$ cat config.mk
export PLATFORM = sky130hd
export DESIGN_NAME = pc_fetch_sequencer
export DESIGN_NICKNAME = d
export VERILOG_FILES = /design/src/rtl/pc_fetch_sequencer.sv
export SDC_FILE = /design/constraint.sdc
export NUM_CORES = 1
export LEC_CHECK = 0
export BUFFER_PORTS_ARGS = -buffer_cell sky130_fd_sc_hd__buf_4
export CORE_MARGIN = 4
export CORE_UTILIZATION = 53
export DETAILED_ROUTE_END_ITERATION = 12
export GPL_ROUTABILITY_DRIVEN = 1
export GPL_TIMING_DRIVEN = 0
export PLACE_DENSITY = 0.87
export SLEW_MARGIN = 20
export SYNTH_ARGS = -nofsm -noshare
export SYNTH_HDL_FRONTEND = slang
export SYNTH_SLANG_ARGS = --single-unit
$ cat constraint.sdc
create_clock -name CLK -period 3.1 [get_ports CLK]
set_input_delay 0 -clock CLK [delete_from_list [all_inputs] [get_ports CLK]]
set_output_delay 0 -clock CLK [all_outputs]
set_load 0.05 [all_outputs]
$ cat src/rtl/pc_fetch_sequencer.sv
// PC register and single-outstanding instruction fetch sequencer for the LEGv8 core.
// Fetches over req/ack, presents to decode over valid/ready, and applies taken-branch redirects.
module pc_fetch_sequencer #(
  parameter logic [63:0] RESET_PC = 64'h0,
  parameter int unsigned TIMEOUT  = 16
) (
  input  logic        CLK,
  input  logic        Reset,
  output logic        imem_req,
  output logic [63:0] imem_addr,
  input  logic        imem_ack,
  input  logic [31:0] imem_rdata,
  output logic [31:0] inst,
  output logic [63:0] inst_pc,
  output logic        inst_valid,
  input  logic        inst_ready,
  input  logic        br_valid,
  input  logic [63:0] br_pc,
  input  logic [63:0] br_imm,
  input  logic        br_cond,
  input  logic        br_zero,
  input  logic        br_uncond,
  output logic        redirect,
  output logic        fetch_err
);

  typedef enum logic [1:0] {
    S_FETCH = 2'd0,
    S_HOLD  = 2'd1,
    S_HALT  = 2'd2
  } state_e;

  localparam logic [7:0]  TIMEOUT_W   = 8'(TIMEOUT);
  localparam logic [63:0] RESET_PC_AL = {RESET_PC[63:2], 2'b00};

  state_e      state_q, state_d;
  logic [63:0] pc_q, pc_d;
  logic        imem_req_q, imem_req_d;
  logic [31:0] inst_q, inst_d;
  logic [63:0] inst_pc_q, inst_pc_d;
  logic        inst_valid_q, inst_valid_d;
  logic        redirect_q, redirect_d;
  logic        fetch_err_q, fetch_err_d;
  logic [7:0]  wait_q, wait_d;

  logic        taken;
  logic [63:0] target;

  assign taken  = br_valid & (br_uncond | (br_cond & br_zero));
  assign target = br_pc + (br_imm << 2);

  always_comb begin
    state_d      = state_q;
    pc_d         = pc_q;
    inst_d       = inst_q;
    inst_pc_d    = inst_pc_q;
    inst_valid_d = inst_valid_q;
    redirect_d   = 1'b0;
    fetch_err_d  = fetch_err_q;
    wait_d       = wait_q;

    unique case (state_q)
      S_FETCH: begin
        if (taken) begin
          pc_d         = {target[63:2], 2'b00};
          inst_valid_d = 1'b0;
          redirect_d   = 1'b1;
          wait_d       = '0;
        end else if (imem_req_q && imem_ack) begin
          inst_d       = imem_rdata;
          inst_pc_d    = pc_q;
          inst_valid_d = 1'b1;
          pc_d         = pc_q + 64'd4;
          wait_d       = '0;
          state_d      = S_HOLD;
        end else if (imem_req_q) begin
          // Only cycles with a request outstanding count toward the timeout.
          wait_d = wait_q + 8'd1;
          if (wait_d == TIMEOUT_W) begin
            state_d     = S_HALT;
            fetch_err_d = 1'b1;
          end
        end
      end
      S_HOLD: begin
        if (taken) begin
          pc_d         = {target[63:2], 2'b00};
          inst_valid_d = 1'b0;
          redirect_d   = 1'b1;
          wait_d       = '0;
          state_d      = S_FETCH;
        end else if (inst_ready) begin
          inst_valid_d = 1'b0;
          state_d      = S_FETCH;
        end
      end
      S_HALT: begin
        inst_valid_d = 1'b0;
        fetch_err_d  = 1'b1;
      end
      default: begin
        state_d = S_HALT;
      end
    endcase

    imem_req_d = (state_d == S_FETCH);
  end

  always_ff @(posedge CLK) begin
    if (Reset) begin
      state_q      <= S_FETCH;
      pc_q         <= RESET_PC_AL;
      imem_req_q   <= 1'b0;
      inst_q       <= '0;
      inst_pc_q    <= '0;
      inst_valid_q <= 1'b0;
      redirect_q   <= 1'b0;
      fetch_err_q  <= 1'b0;
      wait_q       <= '0;
    end else begin
      state_q      <= state_d;
      pc_q         <= pc_d;
      imem_req_q   <= imem_req_d;
      inst_q       <= inst_d;
      inst_pc_q    <= inst_pc_d;
      inst_valid_q <= inst_valid_d;
      redirect_q   <= redirect_d;
      fetch_err_q  <= fetch_err_d;
      wait_q       <= wait_d;
    end
  end

  assign imem_req   = imem_req_q;
  assign imem_addr  = pc_q;
  assign inst       = inst_q;
  assign inst_pc    = inst_pc_q;
  assign inst_valid = inst_valid_q;
  assign redirect   = redirect_q;
  assign fetch_err  = fetch_err_q;

endmodule

==> out/qor.csv <==
metric,value,unit
slew_viol_final,0,
grt_max_degree,19,
io_buffers,323,
cts_tree,done,
synth_edf_count,0,
final-instance-count-excl-fill,2266,
rows,53,
root_buffer,clkbuf_16,
hold_viol_final,0,
hold_start,Reset,
clockBufferDepth,2,
ys_top_cells_by_area,"dfxtp_1 (30%), a21oi_1 (12%), nand2_1 (10%)",
ys_seq_area_frac,0.300,
yosysTopAreaCellShare,0.300,
timing.rr.start,imem_addr[2],
synthFlopType,dfxtp_1,
die_area,0.0238,sq mm
postSynthCellCount,1603,
dp_hpwl,34400,microns
cap_violations,0,
cts_max_level,4,
cp_cell_sequence,ha_1 -> nand3_2 -> or3_4 -> nor4_4 -> nand2_2 -> or3_1 -> or4_1 -> o21ai_0 -> a211oi_1,
place_ws,-0.465,ns
die-width,154,microns
holdPathStages,3,
r2r-end,imem_addr[46],
final_nets,2215,
routedWlPerCell,19.9,microns
power.leakage,6.28,nW
dr.pass1.iters,6,
critical_path_class,reg -> reg,
r2r_setup_slack,0.06,ns
peakVddDrop,0.405,mV
fp.coreArea,0.0210,sq mm
tightest_slew,0.778,ns
drtIter0Drc,1484,
slowest_delay,0.47,ns
ys_types,73,
grt_setup_unrepaired,yes,
status,"complete, no violations",
n_antenna_cell,0,
synth_seq_cells,170,
fin_crit_sh,0.981,
synth_warnings,0,
ios,332,
vias_per_cell,6.11,
drt_wl_total,45200,microns
final_common_cell,buf_4,
antenna_found_initial,0,
crit_slowest_cell,or3_1,
worst_ep_required_time,3.38,ns
grt_use_total,0.357,
dp.cells,2204,
reg2regPathDepth,9,
clock_sinks,170,
fp.dieH,154,microns
fin_skew,0.0124,ns
start_util,0.540,
numCtsBuffers,17,
grt_pass1_vias,13000,
fin_ws,0.0586,ns
finalPower,6.94,mW
fin_crit,3.04,ns
crit_path_max_fanout,7,
start_kind,flip-flop,
netlist_area,0.0113,sq mm
drc,0,
clk_pin_slew,0.08,ns
fmax,329,MHz
via_count,13900,
most-common-layout-cells,"buf_4 (331), nand2_1 (301), a21oi_1 (269)",
drive_gt1_frac,0.209,
yosysTopAreaCell,dfxtp_1,
synthToLayoutAreaGrowth,33.6,%
finalSetupViolations,0,
grt_pass1_wl,69400,microns
clk_latency,0.43,ns
place_congestion,1.00,
async_flop_share,0,
avgSynthCellArea,7.08,sq um
slew-limit-headroom,0.477,
cp-end-kind,flip-flop,
min_to,redirect,
p_per_area,458,mW/mm^2
ant_nets,0,
arrival,3.32,ns
grt-ovfl-total,0,
hp-class,in -> reg,
## metal layers
layer | track usage | routed length, microns
met3 | 0.0909 | 5180
met4 | 0.120 | 1650
met1 | 0.454 | 17800
met5 | 0 | 0
met2 | 0.591 | 20600
## Yosys cell counts, types with 3 or more instances
cell type / count
nand2_1: 303
a21oi_1: 270
dfxtp_1: 170
nor2_1: 106
o21ai_0: 98
clkbuf_1: 95
ha_1: 67
nand3_1: 49
nor3_1: 45
inv_1: 39
xnor2_1: 32
nand4_1: 29
a21o_1: 28
o21bai_1: 23
xor2_1: 21
a31oi_1: 20
a211oi_1: 19
and3_1: 17
nor4_1: 14
o21a_1: 12
o22ai_1: 12
a221oi_1: 11
and2_1: 10
or3_1: 8
a22oi_1: 6
o211ai_1: 6
a2111oi_0: 5
buf_2: 5
nand2b_1: 5
nand3b_1: 5
a311oi_1: 4
buf_4: 4
nor2b_1: 4
buf_1: 3
o31a_1: 3
o32ai_1: 3
or2_2: 3
## state kept, by name, indices dropped and copies added (netlist names)
name,flops
imem_addr,62
inst_pc,62
inst,32
wait_q,8
state_q,2
fetch_err,1
imem_req,1
inst_valid,1
redirect,1
## critical path, delay by kind of cell, from the launching register on
family | cells | cell delay, ns
AOI/OAI and AO/OA | 2 | 0.20
adders and majority gates | 1 | 0.23
DFF | 1 | 0.41
and+or+nand+nor | 6 | 2.05
## power by group
part           switching [mW]  total [mW]  internal [mW]  leakage, nW
registers               0.192        2.49           2.30         1.39
logic                    1.54        2.34          0.802         4.62
clock network            1.04        2.11           1.07        0.280
total                    2.76        6.94           4.18         6.28
## logic make-up (layout without fill, tap and decap cells)
kind of cell	Yosys count	after routing	synth area share
and+or+nand+nor	614	614	0.246
AOI/OAI and AO/OA	548	548	0.284
DFF	170	170	0.300
buffers and inverters	146	531	0.0502
adders and majority gates	68	68	0.0757
xor gates and xnor gates	53	53	0.0409
muxes	3	3	0.00276
other	1	4	0.000331
## through the flow
step | cell area (sq um) | util | hold slack [ns] | setup TNS [ns]
after floorplan | 11400 | - | 0.136 | 0
after global placement | 14100 | 0.672 | 0.250 | -2.70
after detailed placement | 14100 | 0.672 | 0.258 | -3.47
after CTS | 15100 | 0.717 | 0.0232 | 0
after global routing | 15200 | 0.721 | 0.0407 | -0.0564
final | 15200 | 0.721 | 0.0359 | 0
## cell type report
cell class | count | area [sq um]
timing repair buffer | 360 | 2790
tap | 275 | 344
sequential | 170 | 3420
clock inverter | 14 | 149
fill | 1747 | 5860
buffer | 101 | 409
inverter | 39 | 146
multi-input combinational | 1290 | 7480
clock buffer | 17 | 425
## repair_timing
action	in CTS	in global routing
resized for setup	9	30
endpoints found under the hold margin	33	0
endpoints found under the setup margin	19	44
pin swaps	1	1
setup buffers	1	3
hold buffers	33	0
## worst max-delay path by stage
stage                  startpoint            end  slack (ns)
floorplan           imem_addr[22]  imem_addr[63]        0.04
detailed placement       br_pc[2]  imem_addr[54]       -0.47
global placement         br_pc[2]  imem_addr[52]       -0.36
finish               imem_addr[2]  imem_addr[46]        0.06
CTS                 imem_addr[11]  imem_addr[63]        0.01
global route        imem_addr[32]  imem_addr[63]       -0.04
No activity file was read; power rests on OpenSTA's default activity.
